--- src/rtl/frv_imem_prefetch.sv ---
// frv_imem_prefetch: sequential instruction prefetch FIFO between the core's
// Wishbone instruction port and the instruction memory bus.
module frv_imem_prefetch #(
  parameter int unsigned DEPTH = 4
) (
  input  logic        clk_i,
  input  logic        rst_in,
  input  logic        s_cyc_i,
  input  logic        s_stb_i,
  input  logic [31:0] s_adr_i,
  output logic [31:0] s_dat_o,
  output logic        s_ack_o,
  output logic        m_cyc_o,
  output logic        m_stb_o,
  output logic [31:0] m_adr_o,
  input  logic [31:0] m_dat_i,
  input  logic        m_ack_i
);

  localparam int unsigned AW = (DEPTH > 1) ? $clog2(DEPTH) : 1;
  localparam logic [AW-1:0] PTR_ONE  = AW'(1);
  localparam logic [AW:0]   CNT_ONE  = (AW+1)'(1);
  localparam logic [AW:0]   CNT_FULL = (AW+1)'(DEPTH);
  localparam logic [29:0]   ADR_ONE  = 30'd1;

  typedef enum logic [1:0] {
    IDLE,
    FETCH,
    DRAIN
  } state_t;

  state_t      state;
  logic [31:0] buf_q [DEPTH];
  logic [AW-1:0] rd_ptr;
  logic [AW-1:0] wr_ptr;
  logic [AW:0] count;
  logic [AW:0] count_nxt;
  logic [29:0] head_adr;
  logic [29:0] pf_adr;
  logic [29:0] fetch_adr;
  logic        primed;
  logic        pending;
  logic        adr_match;
  logic        hit;
  logic        miss;
  logic        push;

  assign m_adr_o = {fetch_adr, 2'b00};
  assign m_cyc_o = m_stb_o;

  // Classify the core request and work out the buffer occupancy after this edge
  always_comb begin
    pending   = s_cyc_i & s_stb_i & ~s_ack_o;
    adr_match = (s_adr_i[31:2] == head_adr);
    miss      = pending & (~primed | ~adr_match);
    hit       = pending & primed & (count != '0) & adr_match;
    // A miss flushes, so a word landing on the same edge is thrown away
    push      = (state == FETCH) & m_ack_i & ~miss;
    count_nxt = count;
    if (miss) begin
      count_nxt = '0;
    end else begin
      unique case ({push, hit})
        2'b10:   count_nxt = count + CNT_ONE;
        2'b01:   count_nxt = count - CNT_ONE;
        default: count_nxt = count;
      endcase
    end
  end

  // Buffer storage, written when a fetched word is kept
  always_ff @(posedge clk_i) begin
    if (push) begin
      buf_q[wr_ptr] <= m_dat_i;
    end
  end

  // Core side: acknowledge hits, track the head of the buffer, flush on a miss
  always_ff @(posedge clk_i) begin
    if (!rst_in) begin
      s_ack_o  <= 1'b0;
      s_dat_o  <= '0;
      rd_ptr   <= '0;
      wr_ptr   <= '0;
      count    <= '0;
      head_adr <= '0;
      primed   <= 1'b0;
    end else begin
      s_ack_o <= hit;
      count   <= count_nxt;
      if (hit) begin
        s_dat_o <= buf_q[rd_ptr];
      end
      if (miss) begin
        rd_ptr   <= '0;
        wr_ptr   <= '0;
        head_adr <= s_adr_i[31:2];
        primed   <= 1'b1;
      end else begin
        if (hit) begin
          rd_ptr   <= rd_ptr + PTR_ONE;
          head_adr <= head_adr + ADR_ONE;
        end
        if (push) begin
          wr_ptr <= wr_ptr + PTR_ONE;
        end
      end
    end
  end

  // Memory-side FSM; while a strobe is up fetch_adr equals pf_adr except in DRAIN,
  // where fetch_adr is the abandoned word and pf_adr the new target
  always_ff @(posedge clk_i) begin
    if (!rst_in) begin
      state     <= IDLE;
      m_stb_o   <= 1'b0;
      fetch_adr <= '0;
      pf_adr    <= '0;
    end else begin
      unique case (state)
        IDLE: begin
          if (miss) begin
            state     <= FETCH;
            m_stb_o   <= 1'b1;
            fetch_adr <= s_adr_i[31:2];
            pf_adr    <= s_adr_i[31:2];
          end else if (primed && (count < CNT_FULL)) begin
            state     <= FETCH;
            m_stb_o   <= 1'b1;
            fetch_adr <= pf_adr;
          end
        end
        FETCH: begin
          if (miss) begin
            pf_adr <= s_adr_i[31:2];
            if (m_ack_i) begin
              fetch_adr <= s_adr_i[31:2];
            end else begin
              state <= DRAIN;
            end
          end else if (m_ack_i) begin
            pf_adr <= pf_adr + ADR_ONE;
            if (count_nxt < CNT_FULL) begin
              fetch_adr <= pf_adr + ADR_ONE;
            end else begin
              state   <= IDLE;
              m_stb_o <= 1'b0;
            end
          end
        end
        DRAIN: begin
          if (miss) begin
            pf_adr <= s_adr_i[31:2];
          end
          if (m_ack_i) begin
            state     <= FETCH;
            fetch_adr <= miss ? s_adr_i[31:2] : pf_adr;
          end
        end
        default: begin
          state   <= IDLE;
          m_stb_o <= 1'b0;
        end
      endcase
    end
  end

endmodule

--- config.mk ---
export PLATFORM = sky130hd
export DESIGN_NAME = frv_imem_prefetch
export DESIGN_NICKNAME = d
export VERILOG_FILES = /design/src/rtl/frv_imem_prefetch.sv
export SDC_FILE = /design/constraint.sdc
export NUM_CORES = 1
export LEC_CHECK = 0
export CAP_MARGIN = 15
export CORE_UTILIZATION = 26
export DETAILED_ROUTE_END_ITERATION = 6
export SLEW_MARGIN = 40
export SYNTH_ARGS = -nofsm -noshare
export SYNTH_HDL_FRONTEND = slang
export SYNTH_SLANG_ARGS = --single-unit
--- constraint.sdc ---
create_clock -name clk_i -period 11.2 [get_ports clk_i]
set_input_delay 2.24 -clock clk_i [delete_from_list [all_inputs] [get_ports clk_i]]
set_output_delay 2.24 -clock clk_i [all_outputs]
set_load 0.01 [all_outputs]
==> results.md <==
Setup path:
- The worst reg2reg path startpoint is head_adr[2].
- Broken down by cell family, the worst path's largest delay share belongs to simple AND/OR/NAND/NOR gates.
- The endpoint required time on the critical path is 11.66 ns.
- The critical path is of the primary input to flop type.
- Of all nets on the critical path, the largest fanout is 12.
- Data arrives at the worst endpoint at 7.42 ns.
- The critical path depth in cells is 16.
- The worst setup path is launched from a primary input.
- The slowest stage of the critical path belongs to the cell sky130_fd_sc_hd__nand3_1.
- The setup check on the worst reg-to-reg path leaves a slack of 6.10 ns.
- The endpoint of the lowest-slack register-to-register path is fetch_adr[23].
- For this run, the slowest stage of the critical path takes 0.61 ns.
- Traced cell by cell, the critical path runs through clkdlybuf4s50_1, xnor2_1, nand4_1, nor4_2, a21oi_4, nor3_2, inv_1, ha_1, fa_1, xnor2_1, nor2_1, xor2_1, o21a_1, nand2_1, nand3_1, o32ai_1.
- Counting both buffers and inverters, the worst setup path holds a total of 2.
- The number of cells traversed by the worst register-to-register path is 15.
- The timing endpoint of the critical path is fetch_adr[23].
- The critical path capture point type is a flop.
- By instance count, the cell type seen most on the critical path is sky130_fd_sc_hd__xnor2_1.
- Tracing the worst setup path back leads to its startpoint at s_adr_i[30].

CTS:
- The number of hold-repair buffers added at the cts stage is 0.
- Gates resized during post-CTS repair numbered 0.
- Buffers inserted during clock tree synthesis total 27.
- Post-CTS timing repair inserted 0 buffers for setup.
- The number of H-tree levels is 1.
- The CTS tree is yes.
- The buffer cell driving the clock tree root is sky130_fd_sc_hd__clkbuf_16.
- Clock tree synthesis found a total of 262 sinks.
- The clock reaches the later pin of the worst-skew pair after 0.56 ns.
- The clock tree buffer depth is 3.
- The clock-pin slew reported for the worst setup and hold paths after clock tree synthesis is 0.06 ns.

Synth:
- The proportion of synthesized area in mux cells is about 6.2%.
- Sequential elements use 53.0% of the synthesized area.
- The dominant cell by count in the synthesized netlist is sky130_fd_sc_hd__nand2_1.
- For this run, the number of Yosys warnings is 0.
- The fraction of synthesized cell area taken by the top area cell type is 31.2%.
- The area share of fa/ha/maj cells after synthesis is 0.874%.
- The post-synthesis area per instance is roughly 10 um2.
- By area the synthesized netlist is led by sky130_fd_sc_hd__edfxtp_1 31%, sky130_fd_sc_hd__dfxtp_1 22%, sky130_fd_sc_hd__mux4_2 5.9%, sky130_fd_sc_hd__nand2_1 4.9%, sky130_fd_sc_hd__a21oi_1 3.9%.
- After synthesis, the largest family of logic cells by area is simple AND/OR/NAND/NOR gates.
- Yosys mapped the design onto 71 distinct sky130hd cell types.
- Of all flip-flops after synthesis, the portion carrying an async set or reset was 0%.
- In this run, synthesis inferred 128 flip-flops with an integrated enable.
- The area fraction in compound gates after synthesis is 14.4%.
- Ranked by instance count, the synthesized netlist is headed by 161 x sky130_fd_sc_hd__nand2_1, 134 x sky130_fd_sc_hd__dfxtp_1, 128 x sky130_fd_sc_hd__edfxtp_1, 97 x sky130_fd_sc_hd__a21oi_1, 83 x sky130_fd_sc_hd__nor2_1.
- The netlist area before placement is between 10000 and 15000 um2.
- For this run, the leading register cell type out of synthesis is sky130_fd_sc_hd__dfxtp_1.
- The post-synthesis share of cell area spent on and, or, nand and nor gates is ~16%.
- The cell count after synthesis came out at 1189.
- The number of register bits inferred by synthesis is 262.
- The synthesized netlist devotes 5.74% of its cell area to XOR and XNOR gates.
- The largest total area in the synthesized netlist belongs to sky130_fd_sc_hd__edfxtp_1.

Drt:
- The detail route stage leaves a number of antenna-violating nets equal to 0.
- The via count of the routed design is 9696.
- The first-pass detailed-route iteration total is 7.
- The overall routed net length is roughly 37 mm.
- The detailed router finished its first iteration with 761 violations.
- In the routed design, unresolved DRC markers number 24.
- The detailed-route vias per instance is 5.09.
- Dividing the detail-routed wire length by the instance count gives 19.3 um.

Power and ir drop:
- The completed layout was analyzed and its total power is 0.00226 W.
- The leakage power is 4.74 nW.
- VDD sags by at most about 0.13 mV.
- The power per cell area is 149 nW/um2.

Final layout:
- The fraction of layout instances using a drive strength above 1 is 9.25%.
- The area added between synthesis and finish is 23.1%.
- 0 antenna diodes ended up in the layout.
- The fraction of the core area covered by cells at the end of the flow is between 30% and 40%.
- The count of nets after finishing is ~1400.
- Once layout is complete, the cells apart from fillers number between 1500 and 2000.

STA:
- The post-route fraction of the period consumed by the critical path is between 60% and 70%.
- The maximum clock rate is 144 MHz.
- The worst-margin pin slew is 0.818 ns.
- The setup skew after layout is roughly 0.011 ns.
- The post-layout minimum cycle time is 6.97 ns.
- The sum of negative setup slack is 0 ns.
- The final number of max-transition violations is 0.
- Headroom to the max-slew limit came out at 45.4%.
- The count of final hold-check violations is 0.
- The number of endpoints failing setup at the final stage is 0.
- Setup repair after global routing left no endpoint under its margin.

Placed design:
- Once placement completed, the tool counted placed cells totaling 1852.
- The placer's final routability congestion estimate is ~0.89.
- The HPWL after detailed placement is 24.1 mm.
- The count of input and output buffers is about 130.

Die:
- The total die area is 48200 um2.
- The number of rows in the core area is roughly 80.
- In this run the vertical extent of the chip is around 220 um.
- The x dimension of the die is 220 um.
- The initial cell density of the core is 26.4%.
- The core box area is roughly 47000 um2.
- The I/O pin count is 136.

GRT:
- The number of antenna violations at the first check in global routing is 3.
- The number of global-route vias before repair is between 9000 and 10000.
- Entering global routing, the biggest net connects between 70 and 80 pins.
- The first global-routing pass estimated between 50 and 60 mm of wire.
- The residual overflow from global routing is 0.
- The total global-route track usage is 15.0%.

Outcome:
- The checks that failed: DRC.
- The flow ran to the end, but the final reports show violations.

Min path:
- The path type of the worst min-delay path is flop to flop.

Run:
- Max-cap violations in this run came to 0.
==> worst min-delay path by stage <==
stage	from	end	depth (start not counted)
CTS	s_dat_o[5]	s_dat_o[5]	2
global route	s_dat_o[12]	s_dat_o[12]	2
global placement	s_dat_o[21]	s_dat_o[21]	2
floorplan	s_dat_o[22]	s_dat_o[22]	2
detailed placement	s_dat_o[16]	s_dat_o[16]	2
finish	s_dat_o[0]	s_dat_o[0]	2
==> flip-flops by register name (all words and copies together), names as in the netlist, 3 cells and up <==
register and flops:
buf_q 128, s_dat_o 32, pf_adr 30, head_adr 30, count 3, fetch_adr 30
==> cell families after synthesis <==
group                    after synthesis
flip-flops                           262
adder cells (fa/ha/maj)                8
AND/OR/NAND/NOR                      413
XOR/XNOR                              79
multiplexers                          36
buffers and inverters                107
other                                  1
AO/OA/AOI/OAI                        283
==> cell type report <==
| type | instances | area, um2 |
|---|---|---|
| multi-input combinational | 821 | 5370 |
| timing repair buffer | 149 | 1460 |
| fill | 4749 | 31500 |
| inverter | 15 | 57.6 |
| clock buffer | 39 | 772 |
| sequential | 262 | 6530 |
| clock inverter | 11 | 199 |
| tap | 607 | 759 |
==> worst min-delay path, delay by kind of cell, from the launching register on <==
family,cells,cell delay (ns)
flops,1,0.31
simple gates,1,0.05
compound gates,1,0.05
==> power breakdown <==
group / total (W) / switching, W / internal (W)
registers: 0.00106 / 0.0000267 / 0.00103
logic: 0.000212 / 0.000123 / 0.0000896
clock network: 0.000989 / 0.000392 / 0.000597
total: 0.00226 / 0.000541 / 0.00172
==> metal layers <==
metal  track usage (%)  share of wire, %  wire length, um
met5                 0             0.095               35
met4              3.08               1.7              631
met3              4.06               9.0             3290
met2              24.5                46            17000
met1              19.8                43            15700
==> placed cells by master (no fill, tap or decap), types with 16 or more instances in the layout <==
cell type	instances
sky130_fd_sc_hd__clkbuf_16	28
sky130_fd_sc_hd__and2_1	18
sky130_fd_sc_hd__mux4_2	32
sky130_fd_sc_hd__a31oi_1	21
sky130_fd_sc_hd__xor2_1	28
sky130_fd_sc_hd__dfxtp_1	133
sky130_fd_sc_hd__nor3_1	30
sky130_fd_sc_hd__xnor2_1	49
sky130_fd_sc_hd__o22ai_1	17
sky130_fd_sc_hd__nand2_1	161
sky130_fd_sc_hd__nor2_1	81
sky130_fd_sc_hd__nand3_1	30
sky130_fd_sc_hd__buf_4	16
sky130_fd_sc_hd__o21ai_0	59
sky130_fd_sc_hd__edfxtp_1	128
sky130_fd_sc_hd__nand4_1	29
sky130_fd_sc_hd__a21oi_1	97
sky130_fd_sc_hd__clkdlybuf4s50_1	131
==> metrics by stage <==
| step | instance area (um2) | hold WS, ns | setup slack (ns) |
|---|---|---|---|
| after floorplan | 12300 | 0.476 | 5.57 |
| after global placement | 14100 | 0.438 | 3.56 |
| after detailed placement | 14100 | 0.445 | 3.75 |
| after CTS | 15100 | 0.456 | 4.30 |
| after global routing | 15100 | 0.470 | 4.02 |
| final | 15100 | 0.451 | 4.23 |
No activity file was read; power rests on OpenSTA's default activity.
